--- config.mk ---
export PLATFORM = sky130hd
export DESIGN_NAME = combo_lock_ctrl
export DESIGN_NICKNAME = d
export VERILOG_FILES = /design/src/rtl/combo_lock_ctrl.sv
export SDC_FILE = /design/constraint.sdc
export NUM_CORES = 1
export LEC_CHECK = 0
export ABC_AREA = 1
export ABC_CLOCK_PERIOD_IN_PS = 2200
export BUFFER_PORTS_ARGS = -buffer_cell sky130_fd_sc_hd__buf_2
export CORE_ASPECT_RATIO = 0.75
export CORE_MARGIN = 2
export CORE_UTILIZATION = 60
export CTS_BUF_LIST = sky130_fd_sc_hd__clkbuf_2 sky130_fd_sc_hd__clkbuf_4 sky130_fd_sc_hd__clkbuf_8
export DETAILED_ROUTE_END_ITERATION = 12
export GPL_TIMING_DRIVEN = 0
export HOLD_SLACK_MARGIN = 0.02
export MAX_ROUTING_LAYER = met4
export PLACE_DENSITY = 0.78
export SLEW_MARGIN = 10
export SYNTH_ARGS = -nofsm -noshare
export SYNTH_HDL_FRONTEND = slang
export SYNTH_SLANG_ARGS = --single-unit
--- constraint.sdc ---
create_clock -name clk -period 2.2 [get_ports clk]
set_clock_uncertainty 0.2 [all_clocks]
set_input_delay 0.33 -clock clk [delete_from_list [all_inputs] [get_ports clk]]
set_output_delay 0.33 -clock clk [all_outputs]
set_load 0.1 [all_outputs]
--- src/rtl/combo_lock_ctrl.sv ---
// combo_lock_ctrl: switch-tap combination lock with programmable code and
// failure lockout. Raw switch/button inputs are synchronized, converted to
// single tap / program events, and fed to a five-state controller.
module combo_lock_ctrl #(
   parameter int CODE_LEN    = 4,
   parameter int MAX_FAIL    = 3,
   parameter int LOCK_CYCLES = 16
) (
   input  logic       clk,
   input  logic       rst,
   input  logic [3:0] sw,
   input  logic       prog,
   output logic [1:0] led,
   output logic       unlocked,
   output logic       locked_out
);

   localparam int IDX_W = (CODE_LEN > 1) ? $clog2(CODE_LEN) : 1;
   localparam int LCW   = $clog2(LOCK_CYCLES);
   localparam logic [IDX_W-1:0] LAST_IDX   = IDX_W'(CODE_LEN - 1);
   localparam logic [3:0]       FAIL_LIMIT = 4'(MAX_FAIL);
   localparam logic [LCW-1:0]   LOCK_LOAD  = LCW'(LOCK_CYCLES - 1);

   typedef enum logic [2:0] {
      S_IDLE,
      S_ENTER,
      S_OPEN,
      S_PROG,
      S_LOCKOUT
   } state_t;

   // Input synchronizers plus one extra delay stage for edge detection
   logic [3:0] sw_meta_q, sw_meta_d;
   logic [3:0] sw_s_q, sw_s_d;
   logic [3:0] sw_dly_q, sw_dly_d;
   logic       prog_meta_q, prog_meta_d;
   logic       prog_s_q, prog_s_d;
   logic       prog_dly_q, prog_dly_d;

   // Controller state
   state_t           state_q, state_d;
   logic [IDX_W-1:0] idx_q, idx_d;
   logic             mismatch_q, mismatch_d;
   logic [3:0]       fail_cnt_q, fail_cnt_d;
   logic [LCW-1:0]   lock_cnt_q, lock_cnt_d;
   logic [3:0]       code_q [CODE_LEN];
   logic [3:0]       code_d [CODE_LEN];

   logic tap;
   logic prog_evt;
   logic idle_miss;
   logic step_miss;
   logic eval_now;
   logic eval_miss;

   // Synchronizer chain next values
   always_comb begin
      sw_meta_d   = sw;
      sw_s_d      = sw_meta_q;
      sw_dly_d    = sw_s_q;
      prog_meta_d = prog;
      prog_s_d    = prog_meta_q;
      prog_dly_d  = prog_s_q;
   end

   // Synchronizer and delay registers
   always_ff @(posedge clk or negedge rst) begin
      if (!rst) begin
         sw_meta_q   <= '0;
         sw_s_q      <= '0;
         sw_dly_q    <= '0;
         prog_meta_q <= 1'b0;
         prog_s_q    <= 1'b0;
         prog_dly_q  <= 1'b0;
      end else begin
         sw_meta_q   <= sw_meta_d;
         sw_s_q      <= sw_s_d;
         sw_dly_q    <= sw_dly_d;
         prog_meta_q <= prog_meta_d;
         prog_s_q    <= prog_s_d;
         prog_dly_q  <= prog_dly_d;
      end
   end

   // A tap is the first nonzero value after all-zero; prog is rising-edge only
   assign tap       = (sw_dly_q == 4'd0) && (sw_s_q != 4'd0);
   assign prog_evt  = prog_s_q && !prog_dly_q;
   assign idle_miss = (sw_s_q != code_q[0]);
   assign step_miss = (sw_s_q != code_q[idx_q]);

   // Next-state, step index, attempt bookkeeping and code writes
   always_comb begin
      state_d    = state_q;
      idx_d      = idx_q;
      mismatch_d = mismatch_q;
      fail_cnt_d = fail_cnt_q;
      lock_cnt_d = lock_cnt_q;
      code_d     = code_q;
      eval_now   = 1'b0;
      eval_miss  = 1'b0;

      case (state_q)
         S_IDLE: begin
            if (tap) begin
               if (CODE_LEN == 1) begin
                  eval_now  = 1'b1;
                  eval_miss = idle_miss;
               end else begin
                  mismatch_d = idle_miss;
                  idx_d      = IDX_W'(1);
                  state_d    = S_ENTER;
               end
            end
         end
         S_ENTER: begin
            if (tap) begin
               if (idx_q == LAST_IDX) begin
                  eval_now  = 1'b1;
                  eval_miss = mismatch_q | step_miss;
               end else begin
                  mismatch_d = mismatch_q | step_miss;
                  idx_d      = idx_q + IDX_W'(1);
               end
            end
         end
         S_OPEN: begin
            // prog takes priority over a coincident relock tap
            if (prog_evt) begin
               idx_d   = '0;
               state_d = S_PROG;
            end else if (tap) begin
               state_d = S_IDLE;
            end
         end
         S_PROG: begin
            if (prog_evt) begin
               idx_d   = '0;
               state_d = S_OPEN;
            end else if (tap) begin
               code_d[idx_q] = sw_s_q;
               if (idx_q == LAST_IDX) begin
                  idx_d   = '0;
                  state_d = S_IDLE;
               end else begin
                  idx_d = idx_q + IDX_W'(1);
               end
            end
         end
         S_LOCKOUT: begin
            if (lock_cnt_q == '0) begin
               state_d = S_IDLE;
            end else begin
               lock_cnt_d = lock_cnt_q - LCW'(1);
            end
         end
         default: begin
            state_d = S_IDLE;
         end
      endcase

      // Attempt evaluation once the final step has been compared
      if (eval_now) begin
         idx_d      = '0;
         mismatch_d = 1'b0;
         if (!eval_miss) begin
            fail_cnt_d = '0;
            state_d    = S_OPEN;
         end else if (fail_cnt_q + 4'd1 == FAIL_LIMIT) begin
            fail_cnt_d = '0;
            lock_cnt_d = LOCK_LOAD;
            state_d    = S_LOCKOUT;
         end else begin
            fail_cnt_d = fail_cnt_q + 4'd1;
            state_d    = S_IDLE;
         end
      end
   end

   // Controller and code-store registers; code resets to one-hot defaults
   always_ff @(posedge clk or negedge rst) begin
      if (!rst) begin
         state_q    <= S_IDLE;
         idx_q      <= '0;
         mismatch_q <= 1'b0;
         fail_cnt_q <= '0;
         lock_cnt_q <= '0;
         for (int i = 0; i < CODE_LEN; i++) begin
            code_q[i] <= 4'(1 << (i % 4));
         end
      end else begin
         state_q    <= state_d;
         idx_q      <= idx_d;
         mismatch_q <= mismatch_d;
         fail_cnt_q <= fail_cnt_d;
         lock_cnt_q <= lock_cnt_d;
         for (int i = 0; i < CODE_LEN; i++) begin
            code_q[i] <= code_d[i];
         end
      end
   end

   // Status outputs decode directly from the state register
   always_comb begin
      led        = 2'b01;
      unlocked   = 1'b0;
      locked_out = 1'b0;
      case (state_q)
         S_IDLE:    led = 2'b01;
         S_ENTER:   led = 2'b10;
         S_PROG:    led = 2'b10;
         S_OPEN: begin
            led      = 2'b11;
            unlocked = 1'b1;
         end
         S_LOCKOUT: begin
            led        = 2'b00;
            locked_out = 1'b1;
         end
         default:   led = 2'b01;
      endcase
   end

endmodule

# After elaboration in Yosys (flattened, before gate mapping)
# Cells that the tools add are included.
dict set report word_totals {
  n_memories 0
  out_inout_bits 4
  latchBits 0
  word_cells 102
  ramBits 0
  register_bits 45
  inputBits 7
  romBits 0
}
dict set report op_classes {
  magnitude_cmp 2
  eq_ne 17
  bitwise 3
  n_shift 0
  muxes 47
  n_addsub 3
  n_div 0
  multipliers 0
  n_reduce_logical 15
}
# operator n
set ops {}
lappend ops {{two-way mux 4 bit} 10}
lappend ops {{two-way mux 3 bit} 10}
lappend ops {{bitwise mux 16 bit} 1}
lappend ops {{two-way mux 2 bit} 8}
lappend ops {{inequality test 3 bit, second input constant} 5}
lappend ops {{case mux 3 bit (5 select lines)} 1}
lappend ops {{two-way mux 1 bit} 12}
lappend ops {{inequality test 4 bit, second input constant} 3}
lappend ops {{AND reduction 6 bit} 2}
lappend ops {{binary-select mux 4 bit (select 2 bit)} 1}
lappend ops {{demux 4 bit (select 2 bit)} 1}
lappend ops {{zero test 4 bit} 2}
lappend ops {{inequality test 4 bit} 2}
lappend ops {{case mux 2 bit (4 select lines)} 1}
lappend ops {{== test 3 x 2 -> 1 bit, second input constant} 2}
lappend ops {{case mux 2 bit (3 select lines)} 1}
lappend ops {{nonzero test 5 bit} 1}
lappend ops {{adder 4 x 1 -> 4 bit, second input constant} 1}
lappend ops {{== test 4 x 2 -> 1 bit, second input constant} 1}
lappend ops {{AND reduction 4 bit} 1}
lappend ops {{nonzero test 4 bit} 1}
lappend ops {{subtractor 4 x 1 -> 4 bit, second input constant} 1}
lappend ops {{== test 3 x 1 -> 1 bit, second input constant} 1}
lappend ops {{== test 3 bit, second input constant} 1}
lappend ops {{other kinds (15)} 17}

# Depth between registers and ports, before layout
# Gate-level depths: netlist (run 1).
dict set report logic_depth {
  word_depth 11
  depth_mapped 11
  depth_no_buf 11
}

# Worst setup path before layout (run 1)
# OpenSTA, ideal clock, no wires.
dict set report synth_path {
  path_kind {register to register}
  from {register state_q[1]}
  to {register idx_q[0]}
  required_time_ns 1.870
  arrival_ns 3.226
  stages_incl_launch_ff 7
  setup_slack_ns -1.356
  synth_period_minus_slack_ns 3.556
  n_path_buf 1
  setup_ns 0.130
  cell_sequence {dfrtp_1 -> buf_6 -> inv_1 -> nor3_1 -> o21ai_0 -> nand3_1 -> o21ai_0}
}
dict set report synth_between {
  elab_chain_len 4
  word_cells_on_any_way 14
  classes_between {eq/ne (8); mux (3); reduce/logical (3)}
}
# element line
set synth_lines {}
lappend synth_lines {{start: declaration} 41} ;# state_t state_q, state_d;
lappend synth_lines {{start signal: assignment} 191} ;# state_q <= state_d;
lappend synth_lines {{== test 3 x 1 -> 1 bit} 102} ;# case (state_q)
lappend synth_lines {{two-way mux 1 bit} 102}
lappend synth_lines {{inequality test 4 bit (no source line), or another cell as far along} n/a}
lappend synth_lines {{AND reduction 6 bit (no source line)} n/a}
lappend synth_lines {{end signal: assignment} 192} ;# idx_q <= idx_d;
lappend synth_lines {{end: declaration} 42} ;# logic [IDX_W-1:0] idx_q, idx_d;
# Parallel ways exist; a longest one is shown, timed or not.
# A chain may end at the register's enable or synchronous reset.

# Worst setup path after layout (run 1)
dict set report layout_path {
  from {register state_q[1]}
  to {output locked_out}
}
dict set report layout_between {
  elab_chain_len 2
}
# element line
set layout_lines {}
lappend layout_lines {{== test 3 bit} 207} ;# case (state_q)
lappend layout_lines {{two-way mux 1 bit} 207}
lappend layout_lines {{end: declaration} 15} ;# output logic locked_out
# Every way passes these cells.

==> results of run 1 <==
==> metrics by stage <==
| step | total power [mW] | utilization (%) | TNS, ps |
|---|---|---|---|
| 6_report | 2.134 | 72.82 | 0 |
| 3_5_place_dp | 1.625 | 68.20 | 0 |
| 3_3_place_gp | 1.611 | 68.20 | 0 |
| 4_1_cts | 2.154 | 72.74 | 0 |
| 2_1_floorplan | 1.481 | - | -33.84 |
| 5_1_grt | 2.264 | 72.82 | 0 |
==> cells in the mapped netlist, drive strengths merged <==
library cell and number:
nand2 82, a21oi 2, nor3b 1, nand3 24, or2 2, o21ai 25, and2 1, buf 2
nor3 5, xnor2 2, nand4 5, a22oi 1, nor2 16, dfstp 4, o211ai 1, dfrtp 41
ha 7, xor2 4, inv 27
==> sequential cells by signal (all words and copies together), names as in the netlist, 2 cells and up <==
| register | cells |
|---|---|
| sw_dly_d | 4 |
| state_q | 3 |
| lock_cnt_q | 4 |
| fail_cnt_q | 4 |
| sw_meta_q | 4 |
| idx_q | 2 |
| sw_dly_q | 4 |
| code_q | 16 |
==> report_power, final <==
part	total, mW	internal, mW	switching, mW
sequential	0.945	0.881	0.0645
combinational	0.679	0.201	0.478
clock	0.509	0.238	0.271
total	2.13	1.32	0.814
==> worst max-delay path: stages, from the launching register on <==
cell and delay (ps):
dfrtp_1 380, buf_6 140, nor2_4 120, nand2_2 90, clkinvlp_4 130, buf_2 430
==> worst max-delay path by stage <==
stage / startpoint / endpoint / slack, ps / cells after the start
after floorplan: state_q[1] / led[0] / -30 / 5
after global placement: state_q[2] / code_q[11] / 310 / 8
after detailed placement: state_q[2] / code_q[11] / 250 / 8
after CTS: state_q[1] / locked_out / 60 / 5
after global routing: state_q[1] / locked_out / 20 / 5
final: state_q[1] / locked_out / 70 / 5
==> final cells by class <==
class                      instances  area share (%)
tap                               40           2.048
clock buffer                       6           3.123
inverter                          27           4.403
sequential                        45           46.34
multi-input combinational        178           37.89
buffer                             2          0.9217
clock inverter                     2          0.6656
timing repair buffer              16           4.608
==> kinds of logic (layout without fill, tap and decap cells) <==
family / count (synthesis) / count (layout) / share of synthesized area, %
AND/OR/NAND/NOR: 136 / 136 / 27.91
flip-flops: 45 / 45 / 52.56
AO/OA/AOI/OAI: 29 / 29 / 7.152
buffers and inverters: 29 / 53 / 5.873
adder cells (fa/ha/maj): 7 / 7 / 4.070
XOR/XNOR: 6 / 6 / 2.442
==> layer usage <==
metal / wire [µm] / share of wire, % / vias to the layer above / GRT usage, %
met4: 39 / 0.97 / 0 / 5.556
met3: 144 / 3.6 / 4 / 5.978
met2: 1795 / 44 / 33 / 30.89
met1: 2056 / 51 / 774 / 34.33
met5: 0 / 0 / - / -
li1: - / - / 857 / -
==> repair_timing <==
action / CTS / global route
hold buffers: 6 / 0
gates resized for setup: 0 / 1
endpoints found under the setup margin: 0 / 1
endpoints found under the hold margin: 38 / 0
buffers inserted: 0 / 0
==> impl_metrics.tcl, run 1 <==
set metrics [dict create \
    maxCapViolations 0 \
    post-route-period-util_pct 96.73 \
    rr_worst_depth 8 \
    yosysUniqueCellTypes 26 \
    drc 0 \
    seq_area_um2 1132 \
    clk_pin_slew_ps 90 \
    design_area_um2 2444 \
    row_count 18 \
    synth_nets 266 \
    layout-drive-gt1-share_pct 15.22 \
    final_common_cell "nand2_1" \
    numCtsBuffers 5 \
    n_antenna_cell 0 \
    num_io_pins 11 \
    setup_viol 0 \
    nets 289 \
    grt_setup_unrepaired "false" \
    die_area_um2 4087 \
    cts.path.max_buffers 2 \
    grt_usage_pct 22.85 \
    endpoint_kind "output port" \
    grt_max_degree 46 \
    synth.largest_area_cell "dfrtp_1" \
    slew_headroom_pct 35.83 \
    placed_area_um2 2288 \
    detail_route.wl_per_cell_um 12.77 \
    cts_max_level 2 \
    crit_fanout 8 \
    via_count 1668 \
    areaGrowthSynthToFinish_pct 13.55 \
    grt_first_pass_wirelength_um 6913 \
    cts_sinks 45 \
    vdd_drop_max_mv 0.5682 \
    final_cell_mix "nand2_1, dfrtp_1, o21ai_0" \
    hold_viol 0 \
    hold_depth 0 \
    initial_core_util_pct 64.13 \
    firstDrtPassIters 4 \
    cp.required_ps 1670 \
    cp.arrival_ps 1600 \
    worstMarginPinSlew_ps 962.6 \
    min_period_ps 2128 \
    crit_type "register to output port" \
    fp.dieH_um 55.87 \
    crit_path_start_kind "register" \
    p_leak_nw 1.205 \
    fillerInstances 251 \
    grt-ovfl-total 0 \
    viasPerCell 5.278 \
    finalWeightedCongestion 0.8552 \
    fmax_ghz 0.4699 \
    cts-root-buf "clkbuf_8" \
    drtAntennaViolNets 0 \
    synth_area_leaders "dfrtp_1, nand2_1, o21ai_0" \
    min_from "sw_meta_q[3]" \
    min_path_type "register to register" \
    place_ws_ps 250.3 \
    grt_pass1_vias 1506 \
    synth.yosys.seq_area_share_pct 52.56 \
    hold-worst-slack_ps 157.3 \
    cts_tree "yes" \
    reg2reg_slack_ps 230 \
    finalNonFillerCells 316 \
    worstReg2RegStart "state_q[2]" \
    antenna_found_initial 0 \
    drt_first_iter_violations 136 \
    synth.ff_latch_count 45 \
    syn_avg_cell_area_um2 8.540 \
    holdPathEnd "sw_dly_d[3]" \
    r2r-end "code_q[11]" \
    syn-cell-area_um2 2152 \
    status "finished, final reports clean" \
    maxSlewViolCount 0 \
    worst_skew_pair.late_latency_ps 300 \
    ys_warn_count 0 \
    portBuffers 10 \
    syn_inst 252 \
    hpwl_um 2876 \
    power_density_nw_per_um2 873.2 \
    fin_ws_ps 72.04 \
    synth_top_area_share_pct 47.67 \
    multi_input_area_um2 925.9 \
    dp_cells 302 \
    fp.dieW_um 73.16 \
    wirelength_um 4035 \
    core_um2 3356 \
]
Power figures use the tool's default switching activity.
==> inputs of run 2 (changes only) <==
--- a/config.mk
+++ b/config.mk
@@ -8,7 +8,7 @@
 export ABC_AREA = 1
 export ABC_CLOCK_PERIOD_IN_PS = 2200
 export BUFFER_PORTS_ARGS = -buffer_cell sky130_fd_sc_hd__buf_2
-export CORE_ASPECT_RATIO = 0.75
+export CORE_ASPECT_RATIO = 2
 export CORE_MARGIN = 2
 export CORE_UTILIZATION = 60
 export CTS_BUF_LIST = sky130_fd_sc_hd__clkbuf_2 sky130_fd_sc_hd__clkbuf_4 sky130_fd_sc_hd__clkbuf_8
@@ -16,7 +16,7 @@
 export GPL_TIMING_DRIVEN = 0
 export HOLD_SLACK_MARGIN = 0.02
 export MAX_ROUTING_LAYER = met4
-export PLACE_DENSITY = 0.78
+export PLACE_DENSITY = 0.75
 export SLEW_MARGIN = 10
 export SYNTH_ARGS = -nofsm -noshare
 export SYNTH_HDL_FRONTEND = slang
==> run 2 against run 1 <==
Against the previous run: maximum frequency grew 4.0%; worst hold slack lost 170 ps; non-clock buffer count shrank 1; sequential cell count is the same; the run now ends with negative hold slack left; largest cell class unchanged.
==> impl_metrics.tcl, run 2 (synthesized netlist as in run 1, its figures left out) <==
set metrics [dict create \
    status "finished with violations" \
    violations "negative hold slack" \
    min_period_ps 2046 \
    portBuffers 10 \
    hpwl_um 3183 \
    wirelength_um 4230 \
    critPathTopFamily "buffers and inverters" \
    top_register "code_q" \
    worst_path_largest_cell_delay_ps 380 \
    grt_first_pass_wirelength_um 7155 \
    cp_cell_sequence "buf_6, nor2_4, nand2_2, clkinvlp_4, clkbuf_4" \
    numCtsBuffers 5 \
    row_count 30 \
    drtAntennaViolNets 0 \
    final_cell_mix "nand2_1, dfrtp_1, o21ai_0" \
    endpoint_kind "output port" \
    largest_register_ffs 16 \
    min_path_type "input port to asynchronous set/reset pin" \
    cts-root-buf "clkbuf_8" \
    grt_pass1_vias 1624 \
    power_density_nw_per_um2 865.2 \
    die_area_um2 4111 \
    crit_fanout 8 \
    placed_area_um2 2298 \
    cp.required_ps 1670 \
    grt-ovfl-total 0 \
    setup_viol 0 \
    hold-worst-slack_ps -14.42 \
    final_common_cell "nand2_1" \
    layout-drive-gt1-share_pct 15.27 \
    slew_headroom_pct 35.34 \
    initial_core_util_pct 63.00 \
    cp.arrival_ps 1520 \
    critPathSlowestCell "dfrtp_1" \
    grt_setup_unrepaired "false" \
    hold_viol 24 \
    detail_route.wl_per_cell_um 13.10 \
    vdd_drop_max_mv 1.170 \
    place_ws_ps 301.2 \
    crit_type "register to output port" \
    areaGrowthSynthToFinish_pct 13.60 \
    fmax_ghz 0.4889 \
    num_io_pins 11 \
    cts_sinks 45 \
    post-route-period-util_pct 92.98 \
    cts_tree "yes" \
    cts_max_level 2 \
    fin_ws_ps 154.4 \
    crit_path_start_kind "register" \
    worstMarginPinSlew_ps 969.8 \
    p_leak_nw 1.197 \
    fp.dieW_um 46.35 \
    fp.dieH_um 88.70 \
    design_area_um2 2445 \
    grt_max_degree 46 \
    nets 288 \
    drc 0 \
    worst_skew_pair.late_latency_ps 300 \
    maxSlewViolCount 0 \
    finalWeightedCongestion 0.9602 \
    viasPerCell 5.115 \
    firstDrtPassIters 5 \
    cts.path.max_buffers 2 \
    grt_usage_pct 25.41 \
    maxCapViolations 0 \
    cts_setup_buffers 0 \
    core_um2 3416 \
    n_antenna_cell 0 \
    drt_first_iter_violations 43 \
    clk_pin_slew_ps 90 \
    crit_buf_inv 3 \
    via_count 1652 \
    antenna_found_initial 0 \
]
## run 2: cell count changes in the layout (fill, tap and decap cells not counted)
cell and change:
clkbuf_4 +1, buf_2 -1, clkinv_4 -1, clkinvlp_4 +1, dlygate4sd3_1 -1
## run 2: final cells by class
cell class,count,area [µm²]
Buffer,2,22.52
Clock buffer,6,76.32
Clock inverter,2,15.01
Fill cell,281,970.9
Inverter,27,107.6
Multi-Input combinational cell,178,925.9
Sequential cell,45,1132
Tap cell,48,60.06
Timing Repair Buffer,15,105.1
## run 2: final timing paths
check                              from          end  slack [ps]  cells after the start
setup / recovery             state_q[1]   locked_out         150                      5
hold / removal                      rst  sw_dly_d[1]         -10                      1
setup reg to reg             state_q[2]   state_q[1]         270                      7
hold reg to reg            sw_meta_q[1]  sw_dly_d[1]         150                      0
max in group asynchronous           rst   state_q[0]        1160                      1
min in group clk           sw_meta_q[1]  sw_dly_d[1]         150                      0
## run 2: where the power goes
group,switching (mW),leakage [nW],internal [mW]
clock,0.273,0.0408,0.236
sequential,0.0664,0.571,0.881
combinational,0.461,0.585,0.197
## run 2: what timing repair did
action                                  CTS  global route
endpoints found under the setup margin    0             2
hold endpoints to repair                  5             0
resized for setup                         0             2
hold buffers                              5             0
## run 2: worst reg2reg max path: stages, from the launching register on
cell	delay (ps)
dfrtp_1	470
inv_2	120
nand2_1	70
nor2_1	230
nand4_2	300
inv_2	210
nand4_1	160
nand3_1	100
## run 2: per-stage QoR
stage | setup TNS [ps] | cells | total power [mW] | hold WS (ps) | utilization, %
finish | 0 | 323 | 2.115 | -14.42 | 71.58
global route | 0 | 323 | 2.254 | 61.71 | 71.58
CTS | 0 | 323 | 2.128 | 20.68 | 71.43
detailed placement | 0 | 310 | 1.616 | 134.7 | 67.29
global placement | 0 | 310 | 1.605 | 133.9 | 67.29
floorplan | -33.84 | 252 | 1.481 | -165.6 | -
## run 2: routing by layer
metal,GRT usage (%),up-vias,wire length [µm]
met5,-,-,0
met4,14.29,0,184
met3,3.673,15,84
met2,42.42,31,2356
met1,27.38,756,1605
li1,-,850,-
